$ cat src/rtl/mbisr_mem_responder.sv
// rtl/mbisr_mem_responder.sv - memory-under-test with stuck-at-0 injection and spare-word repair map
//
// Ports:
//   clk, rst                   clock, synchronous active-high reset
//   req_valid/req_ready        request handshake (ready drops while a repair is presented)
//   req_we/req_addr/req_wdata  request: write flag, address, write data
//   rsp_valid/rsp_rdata        read response, registered one cycle after acceptance
//   repair_en/repair_addr      repair command pulse and address to remap
//   repair_ack                 one-cycle completion pulse per repair command
//   repair_full                sticky: a repair found no free spare
//   spares_used                number of allocated spare entries
//   fault_en/fault_addr/fault_bit  stuck-at-0 injection on main-array reads
module mbisr_mem_responder #(
    parameter int ADDR_W = 4,
    parameter int DATA_W = 8,
    parameter int SPARES = 2
) (
    input  logic              clk,
    input  logic              rst,
    input  logic              req_valid,
    output logic              req_ready,
    input  logic              req_we,
    input  logic [ADDR_W-1:0] req_addr,
    input  logic [DATA_W-1:0] req_wdata,
    output logic              rsp_valid,
    output logic [DATA_W-1:0] rsp_rdata,
    input  logic              repair_en,
    input  logic [ADDR_W-1:0] repair_addr,
    output logic              repair_ack,
    output logic              repair_full,
    output logic [2:0]        spares_used,
    input  logic              fault_en,
    input  logic [ADDR_W-1:0] fault_addr,
    input  logic [2:0]        fault_bit
);
    localparam int DEPTH = 1 << ADDR_W;

    typedef enum logic {IDLE, ACK} state_t;
    state_t state, state_next;

    logic [DATA_W-1:0] main_mem  [DEPTH];
    logic [DATA_W-1:0] spare_mem [SPARES];
    logic [ADDR_W-1:0] map_addr  [SPARES];
    logic [SPARES-1:0] map_valid;

    // One-hot match vectors; a repair never allocates an already-mapped
    // address, so at most one bit is ever set.
    logic [SPARES-1:0] req_sel;
    logic [SPARES-1:0] rep_sel;
    logic              req_hit;
    logic              rep_hit;
    logic [DATA_W-1:0] rd_data;
    logic [DATA_W-1:0] fault_mask;
    logic              req_fire;

    assign req_ready  = !repair_en;
    assign req_fire   = req_valid && req_ready;
    assign fault_mask = ~({{(DATA_W-1){1'b0}}, 1'b1} << fault_bit);

    always_comb begin
        req_sel = '0;
        rep_sel = '0;
        for (int i = 0; i < SPARES; i++) begin
            req_sel[i] = map_valid[i] && (map_addr[i] == req_addr);
            rep_sel[i] = map_valid[i] && (map_addr[i] == repair_addr);
        end
    end

    assign req_hit = |req_sel;
    assign rep_hit = |rep_sel;

    // Fault only corrupts the returned main-array word, never storage or spares.
    always_comb begin
        rd_data = main_mem[req_addr];
        if (fault_en && (req_addr == fault_addr))
            rd_data = rd_data & fault_mask;
        for (int i = 0; i < SPARES; i++) begin
            if (req_sel[i])
                rd_data = spare_mem[i];
        end
    end

    always_ff @(posedge clk) begin
        if (rst) state <= IDLE;
        else     state <= state_next;
    end

    // A new repair in ACK re-enters ACK, so each command gets its own ack cycle.
    always_comb begin
        state_next = state;
        repair_ack = 1'b0;
        case (state)
            IDLE: if (repair_en) state_next = ACK;
            ACK: begin
                repair_ack = 1'b1;
                state_next = repair_en ? ACK : IDLE;
            end
            default: state_next = IDLE;
        endcase
    end

    always_ff @(posedge clk) begin
        if (rst) begin
            for (int i = 0; i < DEPTH; i++) main_mem[i] <= '0;
            for (int i = 0; i < SPARES; i++) begin
                spare_mem[i] <= '0;
                map_addr[i]  <= '0;
            end
            map_valid   <= '0;
            rsp_valid   <= 1'b0;
            rsp_rdata   <= '0;
            repair_full <= 1'b0;
            spares_used <= 3'd0;
        end else begin
            rsp_valid <= 1'b0;
            if (req_fire) begin
                if (req_we) begin
                    if (req_hit) begin
                        for (int i = 0; i < SPARES; i++)
                            if (req_sel[i]) spare_mem[i] <= req_wdata;
                    end else begin
                        main_mem[req_addr] <= req_wdata;
                    end
                end else begin
                    rsp_valid <= 1'b1;
                    rsp_rdata <= rd_data;
                end
            end
            // Request and repair never fire together (req_ready), so the
            // spare clear below cannot collide with a spare write above.
            if (repair_en && !rep_hit) begin
                if (spares_used < 3'(SPARES)) begin
                    for (int i = 0; i < SPARES; i++) begin
                        if (3'(i) == spares_used) begin
                            map_addr[i]  <= repair_addr;
                            map_valid[i] <= 1'b1;
                            spare_mem[i] <= '0;
                        end
                    end
                    spares_used <= spares_used + 3'd1;
                end else begin
                    repair_full <= 1'b1;
                end
            end
        end
    end
endmodule
$ cat config.mk
export PLATFORM = sky130hd
export DESIGN_NAME = mbisr_mem_responder
export DESIGN_NICKNAME = d
export VERILOG_FILES = /design/src/rtl/mbisr_mem_responder.sv
export SDC_FILE = /design/constraint.sdc
export NUM_CORES = 1
export LEC_CHECK = 0
export CORE_ASPECT_RATIO = 0.75
export CORE_MARGIN = 2
export CORE_UTILIZATION = 35
export DETAILED_ROUTE_END_ITERATION = 8
export PLACE_DENSITY_LB_ADDON = 0.1
export SETUP_SLACK_MARGIN = 0.3
export SLEW_MARGIN = 10
export SYNTH_ARGS = -nofsm -noshare
export SYNTH_HDL_FRONTEND = slang
export SYNTH_SLANG_ARGS = --single-unit
export TNS_END_PERCENT = 100
$ cat constraint.sdc
create_clock -name clk -period 2.85 [get_ports clk]
set_input_delay 0.57 -clock clk [delete_from_list [all_inputs] [get_ports clk]]
set_output_delay 0.57 -clock clk [all_outputs]
set_load 0.02 [all_outputs]
==> results of run 1 <==
==> metrics by stage <==
step                      setup TNS, ns  std cells  worst slack [ns]
final                                 0        987            0.4322
after global routing                  0        987            0.3422
after CTS                             0        987            0.4419
after detailed placement        -0.1134        955          -0.04348
after global placement                0        955          0.002810
after floorplan                       0        607            0.2778
==> worst paths after layout <==
path                   from  slack [ns]              to  cells after the start
max               repair_en        0.43       req_ready                      4
min reg2reg     repair_full        0.49     repair_full                      1
min             repair_full        0.49     repair_full                      1
max reg2reg  map_addr[0][2]        0.61  main_mem[9][4]                      6
==> registers in the layout, summed over array words and instances (netlist names) <==
name	flops
main_mem	128
rsp_rdata	8
state	1
map_addr	8
spare_mem	16
map_valid	2
repair_full	1
spares_used	3
rsp_valid	1
==> cells in the final DEF, fill, tap and decap left out, types with 7 or more instances in the layout <==
cell                              count
sky130_fd_sc_hd__buf_12              15
sky130_fd_sc_hd__nor2b_1              8
sky130_fd_sc_hd__and2_1              10
sky130_fd_sc_hd__nor2_1              84
sky130_fd_sc_hd__a31oi_1              8
sky130_fd_sc_hd__a22oi_1             16
sky130_fd_sc_hd__dfxtp_1             16
sky130_fd_sc_hd__clkdlybuf4s50_1     40
sky130_fd_sc_hd__edfxtp_1           152
sky130_fd_sc_hd__mux4_2              32
sky130_fd_sc_hd__o211ai_1             8
sky130_fd_sc_hd__xnor2_1              7
sky130_fd_sc_hd__clkbuf_16           17
sky130_fd_sc_hd__buf_4               43
sky130_fd_sc_hd__xor2_1              13
sky130_fd_sc_hd__nor3_2              41
sky130_fd_sc_hd__a31o_2              10
sky130_fd_sc_hd__nand2_1             62
sky130_fd_sc_hd__nor3_1              26
==> cell type report <==
type,instances,share of cell area (%)
flip-flops and latches,168,49.90
multi-input cells,386,29.51
repair buffers,101,10.61
clock buffers,18,4.384
well taps,294,3.758
clock inverters,14,1.610
inverters,6,0.2301
==> logic make-up (layout without fill, tap and decap cells) <==
| logic type | after synthesis | in the layout |
|---|---|---|
| xor+xnor | 20 | 20 |
| flops | 168 | 168 |
| compound gates | 68 | 68 |
| mux | 32 | 32 |
| simple gates | 263 | 263 |
| buf+inv | 53 | 139 |
| fa+ha+maj | 3 | 3 |
==> layer usage <==
metal	wire, um	GRT usage, %
met1	12100	33.13
met2	10190	29.02
met3	1442	5.236
met4	344	5.330
met5	0	0
==> report_power, final <==
part / switching [mW] / internal, mW / total [mW] / leakage, nW
Sequential: 0.0554 / 2.79 / 2.84 / 1.76
Combinational: 0.405 / 0.275 / 0.680 / 1.31
Clock: 1.12 / 1.18 / 2.29 / 0.287
==> results list, run 1 <==
* Vias per std cell: 5.395
* Synthesis-to-finish area growth: 22.48%
- In this design, the critical path's most frequently occurring cell is sky130_fd_sc_hd__clkdlybuf4s50_1.
- After clock tree synthesis, the clock-pin slew on the worst setup and hold paths is 0.07 ns.
- The path class of the tightest hold or removal check is reg2reg.
- The number of gates resized after CTS was 0.
- Total overflow reported by the global router: 0
* Wire length of the first global-routing pass: 35760 um
- Number of nets with antenna violations after routing: 0
* Detailed Place HPWL: 16970 um
* Port buffer count: 43
- Pin count of the biggest net entering global routing: 40
* Top cell type's share of synthesized area: 57.11%
- Cells with a size suffix above 1 make up 26.70% of the layout.
* #FFs+latches synth: 168
- Synthesized-area fraction occupied by and/or/nand/nor cells: 17.61%
- The number of buffers and inverters on the critical path is 4.
- After synthesis, flip-flops and latches occupy 61.11% of the total area.
- Number of warning messages in the yosys log: 0
- Number of setup violations in the final report: 0
* TritonCTS Buffers: 17
- The number of different library cells used by synthesis comes to 41.
* Critical-path cell with the highest stage delay: sky130_fd_sc_hd__clkdlybuf4s50_1
- CTS Buffer Depth: 2
- With fillers left out, the area of the finished cells amounts to 0.009789 mm^2.
- Area of the multi-input gates: 0.002889 mm^2
- In the synthesized netlist the async set-or-reset flop fraction comes to 0%.
- Total wire length after detailed routing: 24090 um
* Fin. Hold Viols: 0
- Outcome: finished, final reports clean
* GP Congestion: 0.8171
- Max_slew headroom: 39.24%
- Type of destination of the critical path: output port
* Y dimension of the die: 134.9 um
- Power Total: 5.818 mW
- After synthesis, the cell types taking the most area are sky130_fd_sc_hd__edfxtp_1, sky130_fd_sc_hd__mux4_2, sky130_fd_sc_hd__nor3_2.
* Area leader, netlist: sky130_fd_sc_hd__edfxtp_1
* Final layout net count: 712
* Syn Inst Count: 607
- CTS H-Tree Depth: 4
* Unrepaired setup endpoints after global routing: no
* Required arrival time at the worst endpoint: 2.28 ns
* Starting DRT DRC Count: 473
* Most repeated cell in the gate-level netlist after synthesis: sky130_fd_sc_hd__edfxtp_1
- Summing the areas of all compound-gate instances in the mapped netlist gives 6.450% of the synthesized area.
* Master cell of the clock root buffer: sky130_fd_sc_hd__clkbuf_16
- The floorplan step set the die width to 178.5 um.
- The worst setup path is launched from an input pin.
* DRC violation count after routing: 0
- Data arrives at the worst endpoint at 1.85 ns.
- VDD sags by at most 0.0003417 V.
* Leading cell types by count after synthesis: sky130_fd_sc_hd__edfxtp_1, sky130_fd_sc_hd__nor2_1, sky130_fd_sc_hd__nand2_1, sky130_fd_sc_hd__nor3_2, sky130_fd_sc_hd__mux4_2
* Critical path fanouts, max: 4
* Count of fill cells added during filler insertion: 2066
- EDFF count, synth: 152
* CTS tree: done
- Mux share of post-synthesis cell area: 9.017%
* Combinational family with the most area after synthesis: simple AND/OR/NAND/NOR gates
* Synthesized area divided by synthesized cell count: 13.17 um^2
- Worst Clk Skew: 0.01152 ns
* Utilization after layout: 44.04%
- The most used flip-flop cell after synthesis is sky130_fd_sc_hd__edfxtp_1.
- Hold timing on the final database bottoms out at a slack of 0.4920 ns.
- The clock net in this run drives a total of 168 sinks.
- The worst setup path is of the in2out kind.
- Placed cell areas: 0.009203 mm^2
- Once the clock tree was built, the setup fixing pass inserted 0 buffers.
- Global-route usage over all layers: 21.15%
- Leak Pwr: 3.361 nW
- Ratio of final minimum period to clock period: 84.84%
- Number of optimization iterations in the first detailed-route pass: 5
- The signal on the critical path passes through clkdlybuf4s50_1, inv_1, buf_4, clkdlybuf4s50_1.
- Cell class contributing the biggest share of worst-path delay: buffers and inverters
- Power spread over the standard cell area amounts to 594.3 mW/mm^2.
- At the pin with the least slew margin, the transition time is 0.9053 ns.
- Area enclosed by the die boundary: 0.02407 mm^2
- The initial utilization of the core area, before any placement, comes to 35.96%.
* Area of all sequential standard cells: 0.004885 mm^2
- Largest stage delay, worst path: 0.59 ns
* Antenna violations before repair: 0
- Row generation in the floorplan step produced 47 rows.
- Post-synthesis adder-cell area fraction: 0.4696%
* Post-Synthesis Cell Area: 0.007993 mm^2
- The number of global-route vias before repair came to 5409.
* Xor and xnor area share after synthesis: 2.192%
- The number of antenna diodes in the final layout is 0.
- Fmax: 413.6 MHz
- The tool flagged a number of max-cap violations equal to 0.
- Average wire per cell in the routed design: 24.40 um
- Hold_buf cts: 0
* Number of vias after detailed routing: 5325
- In this run the standard cell core region covers 0.02223 mm^2.
- Shortest clock period the worst path allows after layout: 2.418 ns
- Top-Level Pins: 44
- Synthesis produced a netlist with a net count of 639.
- Insertion delay to the later sink of the worst-skew pair: 0.44 ns
* Slew Viols, Final: 0
Power figures use the tool's default switching activity.
==> run 2, diff against run 1 <==
==> constraint.sdc (replaced) <==
create_clock -name clk -period 2.5 [get_ports clk]
set_input_delay 0.5 -clock clk [delete_from_list [all_inputs] [get_ports clk]]
set_output_delay 0.5 -clock clk [all_outputs]
set_load 0.02 [all_outputs]
==> run 2 against run 1 <==
Final area grew 2.3%. Via count grew 1.2%. Sequential cell count is the same. Final cell count rose by 1.4%. Clock skew increased by 0.0036 ns. Clock power up 14%. Sequential share of layout area is 1.1 points lower. Critical path depth rose by 2.
==> results list, run 2 (synthesized netlist as in run 1, its figures left out) <==
- The wire length per cell after detailed routing is 23.00 um (-5.7%).
- The floorplan core area is 0.02223 mm^2 (unchanged).
- The number of flip-flops under the largest register name came to 128 (unchanged).
* Startpoint type of the worst setup path: flip-flop
* Worst slack at placement: -0.2540 ns (-0.2106 ns)
- The number of slew-limit violations in the final report came to 0 (unchanged).
- The clock sink count was 168 (unchanged).
- The total vias in the final route is 5387 (+1.2%).
* Leading cell type in the layout, fill and taps excluded: sky130_fd_sc_hd__edfxtp_1
- CTS tree: done
- CTS H-Tree Depth: 4 (unchanged)
- The maximum number of pins on one net before global-route repair is 51 (+28%).
- Gate power share: 12.1% (+0.4 points)
* Vias per std cell: 5.382 (-0.25%)
- Port buffer count: 43 (unchanged)
- Relative to the synthesized area, the layout overhead comes to 25.30%.
- Max-cap viol count: 0 (unchanged)
- The final critical path takes up 87.10% of the cycle.
* GP Congestion: 0.8180 (+0.11%)
- The detailed-routing iteration count for the pre-antenna-repair pass came to 4 (-1).
- Number of nets with antenna violations after routing: 0 (unchanged)
- STA classifies the critical path endpoint as a flip-flop.
- Setup repair after global routing could not meet its margin everywhere.
- The global-route wire length before repair came to 35120 um (-1.8%).
- Worst Reg-to-Reg Cells: 6 (unchanged)
- Number of setup violations in the final report: 0 (unchanged)
- The largest fanout on the critical path came to 8 (+4).
* Fraction of final layout cells with drive strength greater than 1: 29.84% (+3.1 points)
- Switching power total: 1.789 mW (+13%)
* Y dimension of the die: 134.9 um (unchanged)
- For hold timing, the worst endpoint is repair_full.
- Width of the die: 178.5 um (unchanged)
* Total overflow reported by the global router: 0 (unchanged)
* DRC violation count after routing: 0 (unchanged)
- Sequential share of power: 48.8% (about the same)
- Leak Pwr: 3.461 nW (+3.0%)
- The clock transition at the registers of the reported paths came to 0.07 ns (about the same).
- In the layout the commonest cells are sky130_fd_sc_hd__edfxtp_1, sky130_fd_sc_hd__nor2_1, sky130_fd_sc_hd__nand2_1.
- The arrival time reported for the critical path endpoint came to 2.32 ns (+0.47 ns).
* Hold_buf cts: 0 (unchanged)
* CTS Buffer Depth: 2 (unchanged)
- The worst register-to-register path begins at map_addr[0][2].
* Detailed Place HPWL: 17130 um (+0.94%)
- The path class of the tightest hold or removal check is reg2reg.
- Max_slew headroom: 30.05% (-9.2 points)
* Slew of the pin with the lowest slew margin: 1.045 ns (+0.1400 ns)
* Worst Clk Skew: 0.01513 ns (+0.003603 ns)
* Highest ir drop seen on vdd: 0.0004767 V (+40%)
- The initial antenna violation count is 0 (unchanged).
* PwrDens: 663.4 mW/mm^2 (+12%)
* Number of standard cells in the layout, taps in and fillers out: 1001 (+1.4%)
- The flow ran to the end, and the final reports show no timing, DRC or antenna violations.
- The number of global-route vias before repair came to 5549 (+2.6%).
- In this run the most critical hold path is launched from repair_full.
- The required time at the endpoint of the critical path is 2.65 ns (+0.37 ns).
- The worst hold path stage count is 1 (unchanged).
- Placed cell areas: 0.009370 mm^2 (+1.8%)
- Global-route usage over all layers: 20.38% (-0.77 points)
- The proportion of total power due to net switching came to 26.93% (-0.20 points).
* Total wire length after detailed routing: 23030 um (-4.4%)
- The clock latency on the worst-skew pair is 0.44 ns (about the same).
* Register with the most flip-flops: main_mem
- The number of nets at the end of the flow was 726 (+2.0%).
* Row count: 47 (unchanged)
- The worst reg-to-reg setup slack came to 0.32 ns (-0.29 ns).
- Number of cells after detailed placement: 968 (+1.4%)
- Top-Level Pins: 44 (unchanged)
* Share of power burned in the clock network: 39.1% (-0.3 points)
- Top Registers: main_mem: 128 flops, spare_mem: 16 flops
- N_diodes: 0 (unchanged)
- TritonCTS Buffers: 17 (unchanged)
- Shortest clock period the worst path allows after layout: 2.178 ns
- Cell Int Power: 4.855 mW (+14%)
* Fin. Hold Viols: 0 (unchanged)
* Starting DRT DRC Count: 485 (+2.5%)
* Worst-case setup margin in the final layout: 0.3224 ns (-0.1097 ns)
- Area enclosed by the die boundary: 0.02407 mm^2 (unchanged)
- Starting utilization of the core area: 35.96% (unchanged)
* Post-route setup TNS: 0 ns (unchanged)
* Worst flop-to-flop path endpoint: main_mem[11][0]
* Fin area: 0.01001 mm^2 (+2.3%)
* Master cell of the clock root buffer: sky130_fd_sc_hd__clkbuf_16
- Derived from the worst setup path, the maximum achievable clock frequency is 459.2 MHz.
* Crit Path Category: reg2reg
## run 2: changes by cell type in the layout (fill, tap and decap cells not counted), moves of 2 or more
cell and change:
sky130_fd_sc_hd__nor4_1 -2, sky130_fd_sc_hd__xor2_2 +2, sky130_fd_sc_hd__nor3_1 -2, sky130_fd_sc_hd__buf_12 +4, sky130_fd_sc_hd__nor4_2 +2, sky130_fd_sc_hd__buf_4 +9
sky130_fd_sc_hd__xor2_1 -2, sky130_fd_sc_hd__clkdlybuf4s50_1 -2, sky130_fd_sc_hd__dlygate4sd2_1 +2
## run 2: layout make-up
type | instances | area (um^2)
fill | 2014 | 12210
sequential | 168 | 4885
inverter | 6 | 22.52
tap | 294 | 367.9
clock inverter | 15 | 160.2
timing repair buffer | 115 | 1195
multi-input combinational | 386 | 2959
clock buffer | 17 | 425.4
## run 2: worst max path at each step
stage | end | depth (start not counted) | start
finish | main_mem[11][0] | 6 | map_addr[0][2]
global route | main_mem[11][0] | 6 | map_addr[0][0]
CTS | main_mem[11][0] | 6 | map_addr[0][3]
detailed placement | main_mem[14][2] | 9 | req_addr[2]
global placement | main_mem[14][2] | 10 | req_addr[2]
floorplan | main_mem[11][0] | 8 | req_addr[0]
## run 2: worst max-delay path, stage by stage (launching register included)
cell and delay (ns):
sky130_fd_sc_hd__edfxtp_1 0.44, sky130_fd_sc_hd__xor2_2 0.22, sky130_fd_sc_hd__nor3_4 0.07, sky130_fd_sc_hd__and3_4 0.20, sky130_fd_sc_hd__or4_4 0.55, sky130_fd_sc_hd__o31ai_4 0.24
sky130_fd_sc_hd__buf_12 0.16
## run 2: power groups by stage
| stage | Clock [mW] | Sequential [mW] | Combinational [mW] |
|---|---|---|---|
| after floorplan | 0 | 3.30 | 0.410 |
| after global placement | 0 | 3.30 | 0.775 |
| after detailed placement | 0 | 3.30 | 0.784 |
| after CTS | 2.65 | 3.24 | 0.797 |
| after global routing | 2.76 | 3.26 | 0.864 |
| final | 2.60 | 3.24 | 0.801 |
## run 2: metal layers
| layer | GRT usage [%] | vias to the layer above | share of wire [%] |
|---|---|---|---|
| met5 | 0 | - | 0 |
| met4 | 5.646 | 0 | 1.5 |
| met3 | 4.448 | 18 | 5.6 |
| met2 | 29.11 | 154 | 44 |
| met1 | 31.14 | 2741 | 49 |
| li1 | - | 2474 | - |
## run 2: through the flow
| step | power (mW) | utilization, % | hold slack [ns] |
|---|---|---|---|
| 5_1_grt | 6.881 | 45.05 | 0.5050 |
| 6_report | 6.643 | 45.05 | 0.4838 |
| 3_5_place_dp | 4.088 | 42.15 | 0.4686 |
| 2_1_floorplan | 3.709 | - | 0.4720 |
| 4_1_cts | 6.685 | 44.88 | 0.4865 |
| 3_3_place_gp | 4.076 | 42.15 | 0.4556 |
## run 2: repair_timing
| item | CTS | global route |
|---|---|---|
| buffers inserted | 1 | 0 |
| gates resized for setup | 5 | 7 |
| setup endpoints to repair | 149 | 111 |
| pin swaps | 6 | 5 |
